--- src/rtl/gnr_pkg.sv ---
// ============================================================================
//  Module      : gnr_pkg
//  Description : Shared types and constants for the GRN sweep controller.
//  Revision    : 1.0 - initial release
// ============================================================================
`default_nettype none

package gnr_pkg;

    typedef enum logic [2:0] {
        IDLE   = 3'd0,
        LOAD   = 3'd1,
        STEP   = 3'd2,
        CHECK  = 3'd3,
        PSTEP  = 3'd4,
        PCHECK = 3'd5,
        OUT    = 3'd6
    } gnr_state_e;

    localparam int GNR_N_NODES   = 8;
    localparam int GNR_SW        = 16;
    localparam int GNR_MAX_STEPS = 1024;

    // Result record: init + state (N_NODES each), steps + period (SW each), timeout flag.
    localparam int GNR_RES_FLAG_W = 1;

    function automatic int gnr_res_width(input int n_nodes, input int sw);
        return 2 * n_nodes + 2 * sw + GNR_RES_FLAG_W;
    endfunction

endpackage

`default_nettype wire

--- src/rtl/gnr_step_cnt.sv ---
// ============================================================================
//  Module      : gnr_step_cnt
//  Description : Saturating up-counter with clear and at-bound flag.
//  Revision    : 1.0 - initial release
// ============================================================================
`default_nettype none

module gnr_step_cnt
    import gnr_pkg::*;
#(
    parameter int SW        = GNR_SW,
    parameter int MAX_STEPS = GNR_MAX_STEPS
) (
    input  logic          clk,
    input  logic          rst,
    input  logic          clr_i,
    input  logic          inc_i,
    output logic [SW-1:0] cnt_o,
    output logic          at_max_o
);

    localparam logic [SW-1:0] C_MAX = SW'(MAX_STEPS);

    logic [SW-1:0] cnt_q;
    logic [SW-1:0] cnt_d;

    // Clear wins over increment; increment stops at the bound.
    always_comb begin
        cnt_d = cnt_q;
        if (clr_i) begin
            cnt_d = '0;
        end else if (inc_i && (cnt_q != C_MAX)) begin
            cnt_d = cnt_q + SW'(1);
        end
    end

    always_ff @(posedge clk) begin
        if (rst) begin
            cnt_q <= '0;
        end else begin
            cnt_q <= cnt_d;
        end
    end

    assign cnt_o    = cnt_q;
    assign at_max_o = (cnt_q == C_MAX);

endmodule

`default_nettype wire

--- src/rtl/gnr_attractor_ctrl.sv ---
// ============================================================================
//  Module      : gnr_attractor_ctrl
//  Description : Sweeps all initial states of the GRN array and finds each
//                attractor by tortoise/hare cycle detection.
//  Revision    : 1.0 - initial release
// ============================================================================
`default_nettype none

module gnr_attractor_ctrl
    import gnr_pkg::*;
#(
    parameter int N_NODES   = GNR_N_NODES,
    parameter int SW        = GNR_SW,
    parameter int MAX_STEPS = GNR_MAX_STEPS
) (
    input  logic               clk,
    input  logic               rst,
    input  logic               start,
    output logic               busy,
    output logic               done,
    output logic               reset_nos,
    output logic               start_s0,
    output logic               start_s1,
    output logic [N_NODES-1:0] init_state,
    input  logic [N_NODES-1:0] s0_vec,
    input  logic [N_NODES-1:0] s1_vec,
    output logic               res_valid,
    input  logic               res_ready,
    output logic [N_NODES-1:0] res_init,
    output logic [N_NODES-1:0] res_state,
    output logic [SW-1:0]      res_steps,
    output logic [SW-1:0]      res_period,
    output logic               res_timeout
);

    gnr_state_e         state_q,       state_d;
    logic [N_NODES-1:0] init_q,        init_d;
    logic               done_q,        done_d;
    logic [N_NODES-1:0] res_state_q,   res_state_d;
    logic [SW-1:0]      res_steps_q,   res_steps_d;
    logic [SW-1:0]      res_period_q,  res_period_d;
    logic               res_timeout_q, res_timeout_d;

    logic [SW-1:0]      step_cnt;
    logic               step_at_max;
    logic [SW-1:0]      period_cnt;
    logic               period_at_max;
    logic               meet;

    // The first joint step always compares equal vectors, so it never counts as a meet.
    assign meet = (step_cnt >= SW'(2)) && (s0_vec == s1_vec);

    gnr_step_cnt #(
        .SW        (SW),
        .MAX_STEPS (MAX_STEPS)
    ) u_step_cnt (
        .clk      (clk),
        .rst      (rst),
        .clr_i    (state_q == LOAD),
        .inc_i    (state_q == STEP),
        .cnt_o    (step_cnt),
        .at_max_o (step_at_max)
    );

    gnr_step_cnt #(
        .SW        (SW),
        .MAX_STEPS (MAX_STEPS)
    ) u_period_cnt (
        .clk      (clk),
        .rst      (rst),
        .clr_i    ((state_q == CHECK) && meet),
        .inc_i    (state_q == PSTEP),
        .cnt_o    (period_cnt),
        .at_max_o (period_at_max)
    );

    always_ff @(posedge clk) begin
        if (rst) begin
            state_q       <= IDLE;
            init_q        <= '0;
            done_q        <= 1'b0;
            res_state_q   <= '0;
            res_steps_q   <= '0;
            res_period_q  <= '0;
            res_timeout_q <= 1'b0;
        end else begin
            state_q       <= state_d;
            init_q        <= init_d;
            done_q        <= done_d;
            res_state_q   <= res_state_d;
            res_steps_q   <= res_steps_d;
            res_period_q  <= res_period_d;
            res_timeout_q <= res_timeout_d;
        end
    end

    always_comb begin
        state_d       = state_q;
        init_d        = init_q;
        done_d        = 1'b0;
        res_state_d   = res_state_q;
        res_steps_d   = res_steps_q;
        res_period_d  = res_period_q;
        res_timeout_d = res_timeout_q;
        unique case (state_q)
            IDLE: begin
                // done_q marks the done cycle, in which a new start is not accepted.
                if (start && !done_q) begin
                    state_d = LOAD;
                    init_d  = '0;
                end
            end
            LOAD: begin
                state_d = STEP;
            end
            STEP: begin
                state_d = CHECK;
            end
            CHECK: begin
                if (meet) begin
                    res_state_d   = s0_vec;
                    res_steps_d   = step_cnt;
                    res_period_d  = '0;
                    res_timeout_d = 1'b0;
                    state_d       = PSTEP;
                end else if (step_at_max) begin
                    res_state_d   = s0_vec;
                    res_steps_d   = step_cnt;
                    res_period_d  = '0;
                    res_timeout_d = 1'b1;
                    state_d       = OUT;
                end else begin
                    state_d = STEP;
                end
            end
            PSTEP: begin
                state_d = PCHECK;
            end
            PCHECK: begin
                if (s1_vec == res_state_q) begin
                    res_period_d  = period_cnt;
                    res_timeout_d = 1'b0;
                    state_d       = OUT;
                end else if (period_at_max) begin
                    res_period_d  = '0;
                    res_timeout_d = 1'b1;
                    state_d       = OUT;
                end else begin
                    state_d = PSTEP;
                end
            end
            OUT: begin
                if (res_ready) begin
                    if (init_q == '1) begin
                        done_d  = 1'b1;
                        state_d = IDLE;
                    end else begin
                        init_d  = init_q + N_NODES'(1);
                        state_d = LOAD;
                    end
                end
            end
            default: begin
                state_d = IDLE;
            end
        endcase
    end

    always_comb begin
        busy       = (state_q != IDLE);
        reset_nos  = (state_q == LOAD);
        start_s0   = (state_q == STEP);
        start_s1   = (state_q == STEP) || (state_q == PSTEP);
        init_state = (state_q == LOAD) ? init_q : '0;
        res_valid  = (state_q == OUT);
    end

    assign done        = done_q;
    assign res_init    = init_q;
    assign res_state   = res_state_q;
    assign res_steps   = res_steps_q;
    assign res_period  = res_period_q;
    assign res_timeout = res_timeout_q;

endmodule

`default_nettype wire

--- config.mk ---
export PLATFORM = sky130hd
export DESIGN_NAME = gnr_attractor_ctrl
export DESIGN_NICKNAME = d
export VERILOG_FILES = /design/src/rtl/gnr_pkg.sv /design/src/rtl/gnr_step_cnt.sv /design/src/rtl/gnr_attractor_ctrl.sv
export SDC_FILE = /design/constraint.sdc
export NUM_CORES = 1
export LEC_CHECK = 0
export CELL_PAD_IN_SITES_DETAIL_PLACEMENT = 1
export CELL_PAD_IN_SITES_GLOBAL_PLACEMENT = 2
export CORE_ASPECT_RATIO = 1.1
export CORE_UTILIZATION = 32
export DETAILED_ROUTE_END_ITERATION = 8
export PLACE_DENSITY_LB_ADDON = 0.1
export SETUP_SLACK_MARGIN = 0.5
export SLEW_MARGIN = 5
export SYNTH_ARGS = -nofsm -noshare
export SYNTH_HDL_FRONTEND = slang
export SYNTH_SLANG_ARGS = --single-unit
--- constraint.sdc ---
create_clock -name clk -period 4.76 [get_ports clk]
set_input_delay 0.476 -clock clk [delete_from_list [all_inputs] [get_ports clk]]
set_output_delay 0.476 -clock clk [all_outputs]
set_load 0.01 [all_outputs]
* After elaboration in Yosys (flattened, before gate mapping)
Cells that the tools add are included.
** Storage, ports and cells
- Bits of input ports :: 20
- Word-level logic and storage cells :: 80
- Bits in read-only memories :: 0
- Memories :: 0
- Latch bits :: 0
- Output and inout bits :: 63
- Register bits after elaboration :: 85
- Memory bits (writable) :: 0
** Operators by class
- Reductions and logical operators :: 19
- Shifts and indexed selects :: 0
- $mul :: 0
- Bitwise operators :: 2
- Multiplexer cells :: 28
- $lt $le $gt $ge :: 1
- Equal/unequal tests :: 18
- $add $sub $neg :: 3
- Div/mod/pow operators :: 0
** Operators with widths (number)
- 16-bit two-way mux :: 6
- 8-bit two-way mux :: 6
- 16-bit by 1-bit adder with 16-bit output, second input constant :: 2
- 16-bit by 11-bit equality test with 1-bit output, second input constant :: 2
- 16-bit by 11-bit != test with 1-bit output, second input constant :: 2
- 16-bit case mux with 2 select lines :: 1
- 3-bit case mux with 7 select lines :: 1
- 8-bit equality test :: 2
- 16-bit by 2-bit greater-or-equal comparator with 1-bit output, second input constant :: 1
- 8-bit case mux with 2 select lines :: 1
- 3-bit two-way mux :: 4
- 3-bit equality test, second input constant :: 3
- 8-bit by 1-bit adder with 8-bit output, second input constant :: 1
- 8-bit equality test, second input constant :: 1
- 3-bit by 2-bit equality test with 1-bit output, second input constant :: 2
- 1-bit two-way mux :: 6
- 3-bit != test, second input constant :: 2
- 2-bit nonzero test :: 3
- 1-bit logical AND :: 5
- 2-bit two-way mux :: 2
- 2-bit != test, second input constant :: 2
- 2-bit AND reduction :: 2
- 4-bit AND reduction :: 1
- 2-bit OR reduction :: 2
- 10 further kinds :: 11

* Logic depth before layout (Yosys ltp)
- Word-level depth :: 4
- Gate-level depth with buffers :: 10
- Depth with buffers taken out :: 8

* Modules after synthesis
From an unflattened synthesis, not the netlist that was laid out.
** Unflattened totals
- Cells, all modules :: 467
- Area, all modules :: 4020.1 um2
** By module, submodules not included
- gnr_attractor_ctrl :: area each 2418.6 um2, instances 1, seq. area each 1061.0 um2, cells an instance 273
- gnr_step_cnt :: area each 800.8 um2, instances 2, seq. area each 320.3 um2, cells an instance 97

* Worst setup path after synthesis
No wires, ideal clock.
- Path kind :: input -> register
- From :: input s0_vec[4]
- To :: register res_period_q[8] (netlist: res_period[8])
- Arrival :: 1817 ps
- Setup time :: 117 ps
- Setup slack :: 2826 ps
- Required time :: 4643 ps
- Stages :: 7
- Cells stage by stage :: xor2_1 > nor4_1 > nand3_2 > a21oi_4 > nor3b_4 > buf_6 > a22o_1
** Between the ends
- Cells in the longest elaborated chain, start to end :: 4
- Elaborated cells on any way between the ends :: 6
- Those cells by class :: eq/ne: 2; mux: 2; reduce/logical: 2
** RTL lines
- from (decl) :: RTL line gnr_attractor_ctrl.sv:25 : input logic [N_NODES-1:0] s0_vec,
- 8-bit equality test * :: RTL line gnr_attractor_ctrl.sv:51 : assign meet = (step_cnt >= SW'(2)) && (s0_vec == s1_vec);
- 1-bit logical AND * :: RTL line gnr_attractor_ctrl.sv:51
- 3-bit != test (no line) / 16-bit two-way mux (equally long branches)
- 3-bit AND reduction (no line) / 16-bit case mux with 2 select lines (equally long branches)
- to (signal assigned) :: RTL line gnr_attractor_ctrl.sv:92 : res_period_q <= res_period_d;
- to (decl) :: RTL line gnr_attractor_ctrl.sv:41 : logic [SW-1:0] res_period_q, res_period_d;
Every way passes the cells marked *; elsewhere a longest branch is shown, timed or not.
A chain may end at the register's enable or synchronous reset.

* Worst setup path after layout
- From :: register state_q[0]
- To :: output init_state[1]
** Between the ends
- Cells in the longest elaborated chain, start to end :: 2
** RTL lines
- from (decl) :: RTL line gnr_attractor_ctrl.sv:36 : gnr_state_e state_q, state_d;
- from (signal assigned) :: RTL line gnr_attractor_ctrl.sv:87 : state_q <= state_d;
- 3-bit by 1-bit equality test with 1-bit output :: RTL line gnr_attractor_ctrl.sv:174 : init_state = (state_q == LOAD) ? init_q : '0;
- 8-bit two-way mux :: RTL line gnr_attractor_ctrl.sv:174
- to (decl) :: RTL line gnr_attractor_ctrl.sv:24 : output logic [N_NODES-1:0] init_state,
No other way between the ends.

==> results.md <==
- The flow ran to the end, and the final reports show no timing, DRC or antenna violations.
- In this run, distinct cell masters in the synthesized netlist total 44.
- Routability-driven placement finished with a final weighted congestion of between 0.7 and 0.8.
- The area overhead of the layout relative to synthesis is 31.93%.
- Detailed routing inserted a total of between 3000 and 4000 vias.
- The fmax is 312.7 MHz.
- Across the routed clock network, the largest skew measured is approximately 0.0043 ns.
- The net count of the finished layout is ~550.
- Data arrives at the worst endpoint at roughly 2.7 ns.
- The share of the Yosys chip area taken by registers is approximately 44%.
- The class of the most critical setup path is flop to primary output.
- The number of top-level pins is 83.
- The total count of max-transition violations in the final report is 0.
- The TritonCTS clock tree is done.
- In the final routed layout, each cell accounts on average for roughly 15 µm.
- The via count of the first global-routing pass is ~3400.
- The detailed-route DRC error count is 0.
- Once the clock tree was built, the setup fixing pass inserted 0 buffers.
- Adding up every negative setup slack in the final design gives 0 ns.
- The hold buffer count at CTS is 0.
- In this design, the largest share of critical-path delay is due to simple AND/OR/NAND/NOR gates.
- At the later pin of the worst-skew pair, clock insertion delay measures 0.35 ns.
- The post-synthesis instance area is between 3000 and 4000 µm².
- The largest fanout of any net on the critical path is 13.
- The area of the die is roughly 13000 µm².
- Setup repair after global routing left no endpoint under its margin.
- The number of vias per cell is 4.918.
- The power density of the placed cells is 309.9 nW/µm².
- The H-tree depth is 3.
- For the pin with the worst max-slew slack, the measured transition is ~1.2 ns.
- The first detailed-routing pass ran for 4 iterations.
- The Yosys warning count is 0.
- The number of buffers created by CTS is 9.
- After clock tree synthesis, the repair step resized 0 gates.
- Subtracting the final worst setup slack from the clock period gives approximately 3.2 ns.
- In the final layout, the share of cells above drive strength 1 is under 10%.
- Measured along the y axis, the die boundary spans 117.5 µm.
- The number of clock sinks is 85.
- The finished layout holds 674 standard cells, fillers aside.
- The synthesized area per cell is 8.688 µm².
- The worst setup path is launched from a flop.
- The tightest min-delay check is of the flop to flop type.
- The detail route stage leaves a number of antenna-violating nets equal to 0.
- The initial antenna violation count is 0.
- The cell chosen for the clock root is clkbuf_16.
- The total of max-cap violations is 0.
- The quantity of I/O buffers inserted on ports is between 80 and 90.
- The flip-flop and latch count after synthesis is 85.
- Entering global routing, the biggest net connects 37 pins.
- On the final layout, the worst hold slack is 0.4547 ns.
- The final routed wirelength across all metal layers is about 10000 µm.
- The final antenna diode count is 0.
- The core area is approximately 12000 µm².
- The total buffers and inverters traversed by the critical path is 2.
- The worst relative slew slack is 22.75%.
- The placed wire-length estimate after detailed placement is between 7000 and 8000 µm.
- The hold violation count in the final report is 0.
- The category of the worst setup path capture point is a primary output.
- The layout has ~1400 filler cells.
- The required time of the worst setup path is ~4.3 ns.
- The initial detailed-routing violation count is between 100 and 150.
- The worst-case IR drop observed on VDD is approximately 0.22 mV.
- The period utilization is between 60% and 70%.
- The global-route wire length before repair is around 17000 µm.
- The signal on the critical path passes through inv_1 -> nor3_1 -> and2_1 -> clkdlybuf4s50_1.
- The static leakage power is between 1.5 and 2 nW.
- The clock edge transition at the registers on the reported setup and hold paths is roughly 0.06 ns.
- The horizontal die dimension is ~110 µm.
- For this configuration, the core starts out at a cell density of between 30% and 40%.
- The aggregate global-route resource usage is 17.60%.
- The synthesized net count is 473.
- The critical path's largest stage delay is between 0.8 and 0.9 ns.
- Counting tap cells, the placed design contains a total of 659 instances.
- The residual overflow from global routing is 0.
- In this run the deepest clock path goes through 2 buffers.
- Setup violations remaining at the end of the flow were counted as 0.
- Row generation in the floorplan step produced around 40 rows.
- The count of mapped cells out of synthesis is roughly 450.
- On the critical path, the stage with the largest delay is an instance of nor3_1.
layout by cell type, fill, tap and decap left out, types with 10 or more instances in the layout:
| cell | count |
|---|---|
| clkdlybuf4s50_1 | 82 |
| nor2_1 | 43 |
| a21oi_1 | 34 |
| nand2_1 | 71 |
| xor2_1 | 35 |
| dfxtp_1 | 85 |
| nand3_1 | 19 |
| xnor2_1 | 14 |
| inv_1 | 10 |
| a22o_1 | 16 |
metrics by stage:
stage	setup slack [ns]	util (%)	area (µm²)	power, mW
5_1_grt	1.277	44.00	5124	1.656
2_1_floorplan	2.826	-	3884	0.7797
6_report	1.562	44.00	5124	1.588
3_5_place_dp	1.660	41.13	4790	0.8170
4_1_cts	1.437	44.00	5124	1.612
3_3_place_gp	1.703	41.13	4790	0.8163
layer usage:
| layer | up-vias | track usage [%] | wire [µm] |
|---|---|---|---|
| met1 | 1578 | 22.56 | 5027 |
| met4 | 0 | 6.935 | 165 |
| met2 | 49 | 28.15 | 4941 |
| li1 | 1676 | - | - |
| met3 | 12 | 4.319 | 293 |
| met5 | - | 0 | 0 |
report_power, final:
group / switching (mW) / leakage, nW / internal (mW)
Sequential: 0.00650 / 0.685 / 0.714
Combinational: 0.0444 / 0.935 / 0.0356
Clock: 0.288 / 0.161 / 0.500
Total: 0.339 / 1.78 / 1.25
state kept, by name (all words and copies together) (netlist names):
| register | cells |
|---|---|
| res_period | 16 |
| done | 1 |
| state_q | 3 |
| res_timeout | 1 |
| u_step_cnt.cnt_o | 16 |
| res_state | 8 |
| u_period_cnt.cnt_o | 16 |
| res_steps | 16 |
| res_init | 8 |
cells in the mapped netlist (all sizes together):
cell type | instances | area share, %
nor3 | 10 | 1.5
buf | 16 | 2.4
nor3b | 3 | 1.2
xor2 | 35 | 7.9
xnor2 | 14 | 3.2
nand2 | 71 | 6.9
nand3b | 2 | 0.39
nand2b | 1 | 0.16
inv | 12 | 1.2
and3b | 1 | 0.23
ha | 6 | 1.9
a21oi | 35 | 4.8
o21ai | 7 | 0.90
o2bb2ai | 2 | 0.45
nor4 | 12 | 3.0
nor4b | 3 | 0.68
nand3 | 20 | 2.7
o21bai | 1 | 0.19
or3 | 7 | 1.1
o21a | 1 | 0.19
dfxtp | 85 | 44
or2 | 1 | 0.16
o22ai | 1 | 0.16
o2111ai | 1 | 0.23
a21boi | 1 | 0.19
clkbuf | 6 | 0.61
and4 | 7 | 1.6
a22o | 16 | 3.6
a21o | 3 | 0.58
nand4 | 9 | 1.4
and2 | 8 | 1.3
nor2 | 43 | 4.2
and3 | 6 | 0.97
a41oi | 1 | 0.23
tightest hold or removal path, delay by kind of cell, from the launching register on:
family / cells / cell delay (ns)
flops: 1 / 0.31
simple gates: 1 / 0.05
compound gates: 1 / 0.05
worst paths after layout:
path | from | to | slack (ns) | cells after the start
worst min register to register | res_steps[10]$_SDFFE_PP0P_ | res_steps[10]$_SDFFE_PP0P_ | 0.45 | 2
worst min-delay path | res_steps[10]$_SDFFE_PP0P_ | res_steps[10]$_SDFFE_PP0P_ | 0.45 | 2
worst max register to register | u_step_cnt.cnt_o[0]$_SDFFE_PP0P_ | res_period[8]$_SDFFE_PP0P_ | 2.24 | 7
worst max-delay path | state_q[0]$_SDFFE_PP0P_ | init_state[1] | 1.56 | 4
cells by family after synthesis:
kind of cell    after synthesis  synth area share (%)
simple gates                204                 27.48
compound gates               69                 11.53
fa+ha+maj                     6                 1.933
xor+xnor                     49                 11.05
flops                        85                 43.81
buf+inv                      34                 4.188
area by class of cell:
cell class | count | area [µm²] | area share (%)
well taps | 150 | 187.7 | 3.663
multi-input cells | 328 | 2019 | 39.41
clock buffers | 12 | 266.5 | 5.201
repair buffers | 84 | 835.8 | 16.31
flip-flops and latches | 85 | 1702 | 33.21
clock inverters | 3 | 67.56 | 1.319
inverters | 12 | 45.04 | 0.8791
Note: power is estimated with default switching activity, not from simulation.
